<file path="config.mk">
export PLATFORM = sky130hd
export DESIGN_NAME = store_unit
export DESIGN_NICKNAME = d
export VERILOG_FILES = /design/src/rtl/store_unit_pkg.sv /design/src/rtl/st_format.sv /design/src/rtl/store_unit.sv
export SDC_FILE = /design/constraint.sdc
export NUM_CORES = 1
export LEC_CHECK = 0
export CORE_ASPECT_RATIO = 1.4
export CORE_MARGIN = 1.5
export CORE_UTILIZATION = 49
export CTS_CLUSTER_SIZE = 12
export DETAILED_ROUTE_END_ITERATION = 8
export PLACE_DENSITY = 0.79
export REMOVE_ABC_BUFFERS = 1
export SYNTH_ARGS = -nofsm -noshare
export SYNTH_HDL_FRONTEND = slang
export SYNTH_SLANG_ARGS = --single-unit
</file>
<file path="constraint.sdc">
create_clock -name clk -period 4.8 [get_ports clk]
set_clock_uncertainty 0.05 [all_clocks]
set_input_delay 0.72 -clock clk [delete_from_list [all_inputs] [get_ports clk]]
set_output_delay 0.72 -clock clk [all_outputs]
set_load 0.01 [all_outputs]
</file>
<file path="src/rtl/store_unit_pkg.sv">
// Shared encodings and payload types for the load/store datapath.
// Holds store-select and load-select codes and the queued store entry layout.
package store_unit_pkg;

    localparam int unsigned XLEN  = 32;
    localparam int unsigned WBE_W = 4;
    localparam int unsigned WA_W  = XLEN - 2;

    typedef enum logic [1:0] {
        ST_SB  = 2'b00,
        ST_SH  = 2'b01,
        ST_SW  = 2'b10,
        ST_NOP = 2'b11
    } st_sel_e;

    typedef enum logic [2:0] {
        LD_LB  = 3'b000,
        LD_LH  = 3'b001,
        LD_LW  = 3'b010,
        LD_LBU = 3'b100,
        LD_LHU = 3'b101
    } ld_sel_e;

    // One formatted store waiting for the memory write port.
    typedef struct packed {
        logic [WA_W-1:0]  waddr;
        logic [XLEN-1:0]  wdata;
        logic [WBE_W-1:0] wbe;
    } st_entry_t;

    function automatic logic [XLEN-1:0] word_to_byte_addr(input logic [WA_W-1:0] waddr);
        return {waddr, 2'b00};
    endfunction

endpackage

</file>
<file path="src/rtl/st_format.sv">
// Store data formatter: replicates rs2 into byte lanes and builds the byte-write-enable.
// Purely combinational so it can be shared with other store paths.
module st_format
    import store_unit_pkg::*;
(
    input  logic [1:0]       st_sel,
    input  logic [1:0]       byte_off,
    input  logic [XLEN-1:0]  rs2_data,
    output logic [XLEN-1:0]  wdata,
    output logic [WBE_W-1:0] wbe
);

    always_comb begin
        wdata = '0;
        wbe   = '0;
        case (st_sel_e'(st_sel))
            ST_SB: begin
                wdata = {4{rs2_data[7:0]}};
                wbe   = WBE_W'(4'b0001 << byte_off);
            end
            // Halfword is aligned down, matching the load path.
            ST_SH: begin
                wdata = {2{rs2_data[15:0]}};
                wbe   = byte_off[1] ? 4'b1100 : 4'b0011;
            end
            ST_SW: begin
                wdata = rs2_data;
                wbe   = 4'b1111;
            end
            default: begin
                wdata = '0;
                wbe   = '0;
            end
        endcase
    end

endmodule

</file>
<file path="src/rtl/store_unit.sv">
// Store unit: formats execute-stage stores, queues them in a small FIFO and
// drains them in order to the data-memory write port; flags loads hitting a pending store.
module store_unit
    import store_unit_pkg::*;
#(
    parameter int unsigned DEPTH = 2
) (
    input  logic             clk,
    input  logic             rst,
    input  logic             st_valid,
    output logic             st_ready,
    input  logic [1:0]       st_sel,
    input  logic [XLEN-1:0]  address,
    input  logic [XLEN-1:0]  rs2_data,
    output logic             mem_req_valid,
    input  logic             mem_req_ready,
    output logic [XLEN-1:0]  mem_addr,
    output logic [XLEN-1:0]  mem_wdata,
    output logic [WBE_W-1:0] mem_wbe,
    input  logic [XLEN-1:0]  lookup_addr,
    output logic             lookup_hit,
    output logic             empty,
    output logic [XLEN-1:0]  retired
);

    localparam int unsigned PTR_W = $clog2(DEPTH);
    localparam int unsigned CNT_W = PTR_W + 1;

    st_entry_t          fifo [DEPTH];
    st_entry_t          new_entry;
    st_entry_t          head;
    logic [PTR_W-1:0]   wr_ptr;
    logic [PTR_W-1:0]   rd_ptr;
    logic [CNT_W-1:0]   count;
    logic               accept;
    logic               enq;
    logic               deq;
    logic [XLEN-1:0]    fmt_wdata;
    logic [WBE_W-1:0]   fmt_wbe;
    logic [1:0]         unused_lookup_off;

    assign unused_lookup_off = lookup_addr[1:0];

    st_format u_fmt (
        .st_sel   (st_sel),
        .byte_off (address[1:0]),
        .rs2_data (rs2_data),
        .wdata    (fmt_wdata),
        .wbe      (fmt_wbe)
    );

    // Ready depends only on local occupancy; no memory-to-execute combinational path.
    assign st_ready      = !rst && (count < CNT_W'(DEPTH));
    assign accept        = st_valid && st_ready;
    assign enq           = accept && (st_sel_e'(st_sel) != ST_NOP);
    assign mem_req_valid = (count != '0);
    assign deq           = mem_req_valid && mem_req_ready;
    assign empty         = (count == '0);

    assign new_entry.waddr = address[XLEN-1:2];
    assign new_entry.wdata = fmt_wdata;
    assign new_entry.wbe   = fmt_wbe;

    assign head      = fifo[rd_ptr];
    assign mem_addr  = word_to_byte_addr(head.waddr);
    assign mem_wdata = head.wdata;
    assign mem_wbe   = mem_req_valid ? head.wbe : '0;

    // Pointers, occupancy and retire counter.
    always_ff @(posedge clk) begin
        if (rst) begin
            wr_ptr  <= '0;
            rd_ptr  <= '0;
            count   <= '0;
            retired <= '0;
        end else begin
            if (enq) begin
                wr_ptr <= wr_ptr + PTR_W'(1);
            end
            if (deq) begin
                rd_ptr  <= rd_ptr + PTR_W'(1);
                retired <= retired + XLEN'(1);
            end
            case ({enq, deq})
                2'b10:   count <= count + CNT_W'(1);
                2'b01:   count <= count - CNT_W'(1);
                default: count <= count;
            endcase
        end
    end

    // Entry storage; contents are only meaningful while counted as valid.
    always_ff @(posedge clk) begin
        if (enq) begin
            fifo[wr_ptr] <= new_entry;
        end
    end

    // Word-granular hazard match against every live entry.
    always_comb begin
        logic [PTR_W-1:0] offs;
        lookup_hit = 1'b0;
        offs       = '0;
        for (int unsigned i = 0; i < DEPTH; i++) begin
            offs = PTR_W'(i) - rd_ptr;
            if ((CNT_W'(offs) < count) && (fifo[i].waddr == lookup_addr[XLEN-1:2])) begin
                lookup_hit = 1'b1;
            end
        end
    end

endmodule

</file>
Word-level counts from Yosys, hierarchy flattened
Memories as Yosys holds them, arrays and structs flattened. A register that Yosys moved wholly into a read port is not among the register bits.
Index checks and enable logic that the tools add are counted.
{"block": "totals", "ff_bits": 36, "ram_bits": 132, "wordCells": 45, "memories": 1}
{"name": "fifo", "words": 2, "word_bits": 66, "read_ports": 3, "rd_ports_with_merged_regs": 1, "write_ports": 1, "line_no": "store_unit.sv:29", "text": "st_entry_t fifo [DEPTH];"}
{"block": "classes", "add_sub_neg": 7, "order_cmp": 3, "eq_ne": 7, "n_shift": 1, "n_mux": 11, "reduce_logical": 11}
{"op": "$pmux 32 s3", "n": 1}
{"op": "$eq 30x30->1", "n": 2}
{"op": "$add 32x1->32 const B", "n": 1}
{"op": "$pmux 4 s3", "n": 1}
{"op": "$mux 4", "n": 2}
{"op": "$logic_and 1x1->1", "n": 6}
{"op": "$mux 1", "n": 6}
{"op": "$eq 2x1->1 const B", "n": 2}
{"op": "$eq 2x2->1 const B", "n": 2}
{"op": "$logic_not 2->1", "n": 2}
{"op": "$lt 1x2->1", "n": 2}
{"op": "$pmux 2 s2", "n": 1}
{"op": "$reduce_bool 2->1", "n": 2}
{"op": "$shl 1x2->4 const A", "n": 1}
{"op": "$add 1x1->1 const B", "n": 2}
{"op": "$add 2x1->2 const B", "n": 1}
{"op": "$lt 2x2->1 const B", "n": 1}
{"op": "$ne 2x2->1 const B", "n": 1}
{"op": "$sub 1x1->1 const A", "n": 2}
{"op": "$sub 2x1->2 const B", "n": 1}
{"op": "$logic_not 1->1", "n": 1}

Logic depth before layout (Yosys ltp)
{"block": "depth", "word_depth": 6, "mapped_depth": 9, "mapped_depth_nobuf": 8}

Cells and area by module
Synthesis repeated with hierarchy kept, for this count alone.
{"block": "unflattened", "hier_cells": 577, "hier_area_um2": 7597.3}
{"mod": "store_unit", "n_inst": 1, "cells_per_inst": 492, "area_each_um2": 7115.6, "seq_area_each_um2": 4704.5}
{"mod": "st_format", "n_inst": 1, "cells_per_inst": 85, "area_each_um2": 481.7, "seq_area_each_um2": 0.0}

Worst setup path after synthesis
No wires, ideal clock.
{"block": "synth_timing", "path_type": "in2reg", "from": "input st_sel[0]", "to": "memory fifo[0][0] in the netlist's numbering, enable pin", "arrival_ps": 3903, "t_required_ps": 4259, "path_slack_ps": 356, "stages": 4, "path_buffers": 1, "path_cell_list": "clkbuf_1 -> nand2_1 -> nand3_1 -> nor2_1"}
{"block": "synth_between", "elab_chain_cells": 4}
{"element": "from (decl)", "line_no": "store_unit.sv:12", "text": "input logic [1:0] st_sel,"}
{"element": "$ne 2x2->1", "line_no": "store_unit.sv:55", "text": "assign enq = accept && (st_sel_e'(st_sel) != ST_NOP);"}
{"element": "$logic_and 1x1->1", "line_no": "store_unit.sv:55"}
{"element": "$mux 1", "line_no": "store_unit.sv:94", "text": "if (enq) begin"}
{"element": "$mux 1 (implied by the code)", "line_no": "store_unit.sv:95", "text": "fifo[wr_ptr] <= new_entry;"}
{"element": "to (decl)", "line_no": "store_unit.sv:29"}
Every way passes these cells.

Worst setup path in the final report
{"block": "layout_timing", "from": "input lookup_addr[20]", "to": "output lookup_hit"}
{"block": "layout_between", "elab_chain_cells": 4}
{"element": "from (decl)", "line_no": "store_unit.sv:20", "text": "input logic [XLEN-1:0] lookup_addr,"}
{"element": "$eq 30x30->1", "line_no": "store_unit.sv:106", "text": "if ((CNT_W'(offs) < count) && (fifo[i].waddr == lookup_addr[XLEN-1:2])) begin"}
{"element": "$logic_and 1x1->1", "line_no": "store_unit.sv:106"}
{"element": "$mux 1", "line_no": "store_unit.sv:106"}
{"element": "$mux 1 *", "line_no": "store_unit.sv:106"}
{"element": "to (decl)", "line_no": "store_unit.sv:21", "text": "output logic lookup_hit,"}
Every way passes the cells marked *; elsewhere a longest branch is shown, timed or not.

==> results.cfg <==
[power]
power_density_nw_per_um2 = 382
peakVddDrop_uv = 236
static-leakage-power_nw = 3.62

[global_routing]
antenna_found_initial = 1
track_usage_pct = 22.2
grt-ovfl-total = 0
grt_pass1_wl_mm = 27.2
grt_max_degree = 67
use_met3_pct = 7.66
grt.met1_usage_pct = 21.6
busiest_layer = met2
grt_pass1_vias = 5514
met2_usage_pct = 43.1

[critical_path]
critPathMaxFanout = 2
worstPathRequired_ps = 4030
start_kind = input pin
criticalPathCategory = input pin to output pin
worst_setup_path_end_kind = output pin
crit_arrival_ps = 2820

[synth]
seq_area_frac_synth_pct = 62.1
synth_ff_type = edfxtp_1
postSynthCellCount = 578
synth_area_leaders = edfxtp_1 52%, dfxtp_1 9.8%, mux2_2 9.4%
yosysWarnings = 0
synth_top_area_share_pct = 52.3
ys_ff_latch = 169
syn_area_um2 = 7570
syn_avg_cell_area_um2 = 13.1
async_flop_share_pct = 0
synth_cell_type_count = 36
synth.largest_area_cell = edfxtp_1
synth_edf_count = 132

[drt]
drt-total-wl_mm = 18.0
drt_iter0_drc = 238
vias_per_cell = 5.32
detail-route-antenna-nets = 0
drcViolationCount = 0
dr_total_vias = 5248
firstDrtPassIters = 4
post_drt_wl_per_cell_um = 18.2

[cells_and_area]
multi_input_area_um2 = 2720
final_nets = 884
final_cells = 986
drive_gt1_share_pct = 13.5
area_delta_synth_final_pct = 37.3
fill_cells = 1067
seq_area_um2 = 4710

[clock_tree]
clock_latency_ps = 410
numClockSinks = 169
post_cts_resized = 0
htreeDepth = 4
clk_pin_slew_ps = 60
cts_hold_buf = 0
clockBufferDepth = 2
cts-root-buf = clkbuf_16
cts_tree = yes
cts_setup_buffers = 0
cts_buffers = 17

[place]
place_inst = 953
port_buffers = 201
hpwlAfterDp_mm = 12.8
place.gp.congestion = 0.772

[die]
die_w_um = 108
start_util_pct = 50.3
core_um2 = 15100
io_pins = 206
rows = 53
die_height_um = 150
die_area_um2 = 16200

[sta]
rsz0062_at_grt = false
fin_crit_ps = 3590
finalCritPeriodShare_pct = 74.8
setup_tns_ps = 0
max_freq_mhz = 279
slew_violations = 0
maxSlewHeadroom_pct = 50.8
setup_viol = 0
hold_violations = 0
worst_pin_slew_ps = 737

[worst_hold_path]
worstHoldPathType = register to register

[job]
cap_viol_max_count = 0

[run_status]
status = complete, no violations
-- Yosys cell counts (2+ instances only) --
| library cell | instances |
|---|---|
| or3_1 | 11 |
| nor2b_1 | 3 |
| and3_1 | 5 |
| mux2i_1 | 14 |
| a21oi_1 | 24 |
| nor4_1 | 9 |
| a21o_1 | 16 |
| nand4_1 | 15 |
| o31ai_1 | 2 |
| inv_1 | 15 |
| buf_4 | 2 |
| ha_1 | 2 |
| mux2_2 | 63 |
| dfxtp_1 | 37 |
| clkbuf_1 | 19 |
| o21ai_0 | 19 |
| nand2_1 | 20 |
| xnor2_1 | 43 |
| nand3_1 | 16 |
| buf_2 | 4 |
| nor3_1 | 5 |
| xor2_1 | 41 |
| nor2_1 | 48 |
| or4_1 | 2 |
| edfxtp_1 | 132 |
-- registers in the layout, summed over array words and instances (netlist names), named ones only --
register / flops
fifo: 132
retired: 32
count: 2
rd_ptr: 1
wr_ptr: 1
-- cells in the final DEF, fill, tap and decap left out, types with 4 or more instances in the layout --
| cell type | instances |
|---|---|
| nand2_1 | 20 |
| clkdlybuf4s50_1 | 201 |
| clkbuf_16 | 17 |
| xnor2_1 | 43 |
| xor2_1 | 41 |
| mux2_2 | 63 |
| o21ai_0 | 19 |
| a21o_1 | 16 |
| nor4_1 | 9 |
| nand4_1 | 15 |
| inv_1 | 15 |
| mux2i_1 | 14 |
| dfxtp_1 | 36 |
| nand3_1 | 16 |
| buf_4 | 4 |
| a21oi_1 | 24 |
| or3_1 | 11 |
| and3_1 | 5 |
| nor2_1 | 46 |
| nor3_1 | 5 |
| edfxtp_1 | 132 |
-- metal layers --
layer  routed length [µm]  share of wire [%]
met4                  303                1.7
met5                    0                  0
met3                 1270                7.0
met1                 6240                 35
met2                10200                 57
-- worst max-delay path: stages --
cell and delay (ps):
clkdlybuf4s50_1 450, xor2_1 160, nor4_1 380, nand4_1 200
o41ai_1 300, clkdlybuf4s50_1 600
-- logic make-up after synthesis --
family | synth area share (%)
DFF | 62.1
and+or+nand+nor | 9.24
xor gates and xnor gates | 9.71
muxes | 11.2
AOI/OAI and AO/OA | 5.14
buffers and inverters | 2.20
adders and majority gates | 0.330
other | 0.0495
-- metrics by stage --
| stage | total power [mW] | instance area (µm²) | hold slack (ps) | setup slack, ps | util (%) |
|---|---|---|---|---|---|
| CTS | 4.00 | 10400 | 461 | 1200 | 69.1 |
| finish | 3.97 | 10400 | 464 | 1210 | 69.1 |
| global placement | 2.68 | 9830 | 429 | 1230 | 65.3 |
| global route | 4.12 | 10400 | 476 | 1100 | 69.1 |
| detailed placement | 2.70 | 9830 | 452 | 1210 | 65.3 |
| floorplan | 2.19 | 7470 | 452 | 356 | - |
-- final timing paths --
kind	startpoint	to	slack, ps	depth (start not counted)
setup / recovery	lookup_addr[20]	lookup_hit	1210	6
hold / removal	retired[26]$_SDFFE_PP0P_	retired[26]$_SDFFE_PP0P_	460	2
setup reg to reg	count[1]$_SDFFE_PP0P_	retired[31]$_SDFFE_PP0P_	2340	5
hold reg to reg	retired[26]$_SDFFE_PP0P_	retired[26]$_SDFFE_PP0P_	460	2
-- report_power, final --
group / switching, mW / internal, mW / total, mW
registers: 0.0442 / 1.66 / 1.71
clock network: 0.576 / 0.728 / 1.30
logic: 0.423 / 0.537 / 0.960
-- cell type report --
class | count | area share (%)
flip-flops and latches | 169 | 45.3
multi-input cells | 369 | 26.2
repair buffers | 208 | 20.2
clock buffers | 18 | 4.13
well taps | 192 | 2.31
clock inverters | 14 | 1.35
inverters | 15 | 0.542
diodes | 1 | 0.0241
(Power assumes the default switching activity.)
==> edit: new RTL, config.mk and constraints unchanged <==
The parameter `DEPTH` goes from 2 to 4.
--- a/src/rtl/store_unit.sv
+++ b/src/rtl/store_unit.sv
@@ -5,3 +5,3 @@
 #(
-    parameter int unsigned DEPTH = 2
+    parameter int unsigned DEPTH = 4
 ) (
Formal check against the unedited RTL: not equivalent (a bounded check fails within 4 cycles, from zero or initial values and one cycle with rst high).
==> edit against the unedited design <==
- synthesized area up 77%
- clock power rose by 63%
- cell count rose by 45%
- core utilization shrank 6.9 points
- wire length up 71%
- total power grew 69%
- register-to-register slack better by 0.09 ns
- setup slack got worse by 0.58 ns
- sequential cell count up 136
- cell area up 60%
- critical path depth is 1 higher
==> edit: results (changes against the unedited design) <==
| Metric | Value |
|---|---|
| Status | `finished clean` |
| Most used flip-flop cell after synthesis | `edfxtp_1` |
| Largest regs | `fifo x264, retired x32, count x3` |
| Post-Place Worst Slack | `0.699 ns (-0.513 ns)` |
| Routed len/inst | `21.5 um (+18%)` |
| Slew margin rel. | `20.9% (-30 points)` |
| Delay-heaviest family, CP | `compound AO/OA/AOI/OAI gates` |
| Leak Pwr | `0.00550 uW (+52%)` |
| Slowest stage delay, CP | `0.72 ns (+0.12 ns)` |
| Top reg by flops | `fifo` |
| Router iterations before antenna repair | `4 (unchanged)` |
| Yosys warnings | `0 (unchanged)` |
| Sequential share of the synthesized area | `65.4% (+3.3 points)` |
| Nets | `1155 (+31%)` |
| CTS clock-pin slew for the worst setup and hold paths | `0.06 ns (about the same)` |
| Number of synthesized flops with an enable pin | `264 (+100%)` |
| CTS buffer count | `30 (+13)` |
| CTS Hold Bufs | `0 (unchanged)` |
| List of most frequent post-synthesis cells | `264 x edfxtp_1, 89 x xor2_1, 66 x mux4_2` |
| Top post-synthesis cells by area | `edfxtp_1 59%, mux4_2 11%, dfxtp_1 6.1%, xor2_1 5.8%, xnor2_1 4.3%` |
| Vias in the first global route | `8168 (+48%)` |
| Pin count of the biggest net entering global routing | `42 (-37%)` |
| Crit-path max FO | `4 (+2)` |
| Unique cell type count in the Yosys netlist | `37 (+2.8%)` |
| Drt initial violations | `503 (+110%)` |
| Share of layout cells above drive strength 1 | `11.9% (-1.6 points)` |
| Initial antenna violation count | `5 (+4)` |
| Clk_lat worst skew | `0.55 ns (+0.14 ns)` |
| DP HPWL | `21.1 mm (+65%)` |
| Slowest stage cell, crit path | `a2111oi_0` |
| CTS HTree Levels | `1 (-3)` |
| CTS Buffer Depth | `3 (+1)` |
| First-pass GRT wire length | `46.5 mm (+71%)` |
| Layout filler cell count | `2029 (+90%)` |
| GRT Total Usage | `22.1% (-0.081 points)` |
| Routability cong. | `0.804 (+4.1%)` |
| Setup bufs post-CTS | `0 (unchanged)` |
| Crit path DAT | `3.40 ns (+0.58 ns)` |
| Placed Area | `15800 um^2 (+61%)` |
| Vias per std cell | `5.51 (+3.4%)` |
| Worst VDD drop | `0.317 mV (+34%)` |
edit: layout make-up:
cell class | count | share of cell area [%]
Clock inverter | 3 | 0.0825
Antenna cell | 3 | 0.0450
Clock buffer | 48 | 5.09
Tap cell | 365 | 2.74
Sequential cell | 305 | 52.5
Timing Repair Buffer | 215 | 12.9
Multi-Input combinational cell | 468 | 26.2
Inverter | 22 | 0.495
edit: worst register-to-register path, delay by kind of cell (launching register included):
| family | cells | cell delay, ns |
|---|---|---|
| flops | 1 | 0.39 |
| simple gates | 3 | 1.21 |
| buf+inv | 1 | 0.35 |
edit: through the flow:
stage / cells / power [uW] / utilization, %
floorplan: 795 / 3930 / -
global placement: 1375 / 4640 / 58.9
detailed placement: 1375 / 4660 / 58.9
CTS: 1426 / 6770 / 62.1
global route: 1428 / 6970 / 62.2
finish: 1429 / 6700 / 62.2
edit: cell families after synthesis:
group	synth area share [%]
adder cells (fa/ha/maj)	1.09
buffers and inverters	2.06
other	0.0280
flip-flops	65.4
AO/OA/AOI/OAI	2.85
AND/OR/NAND/NOR	6.62
multiplexers	11.9
XOR/XNOR	10.1
edit: where the power goes:
group / internal (uW) / switching (uW) / leakage (uW)
clock network: 1200 / 923 / 0.000418
logic: 842 / 667 / 0.00235
registers: 2980 / 88.9 / 0.00274
edit: path summary, 6_finish.rpt:
path,endpoint,cells after the start,from,slack (ns)
worst max-delay path,lookup_hit,7,lookup_addr[3],0.63
worst max register to register,fifo[1][32],4,count[2],2.43
worst min-delay path,retired[1],2,retired[1],0.46
worst min register to register,retired[1],2,retired[1],0.46
edit: routing by layer:
layer	vias to the layer above	GRT usage, %	share of wire [%]
li1	3596	-	-
met1	3938	26.4	37
met2	273	39.5	53
met3	55	4.86	6.9
met4	6	7.22	2.8
met5	-	0	0.084
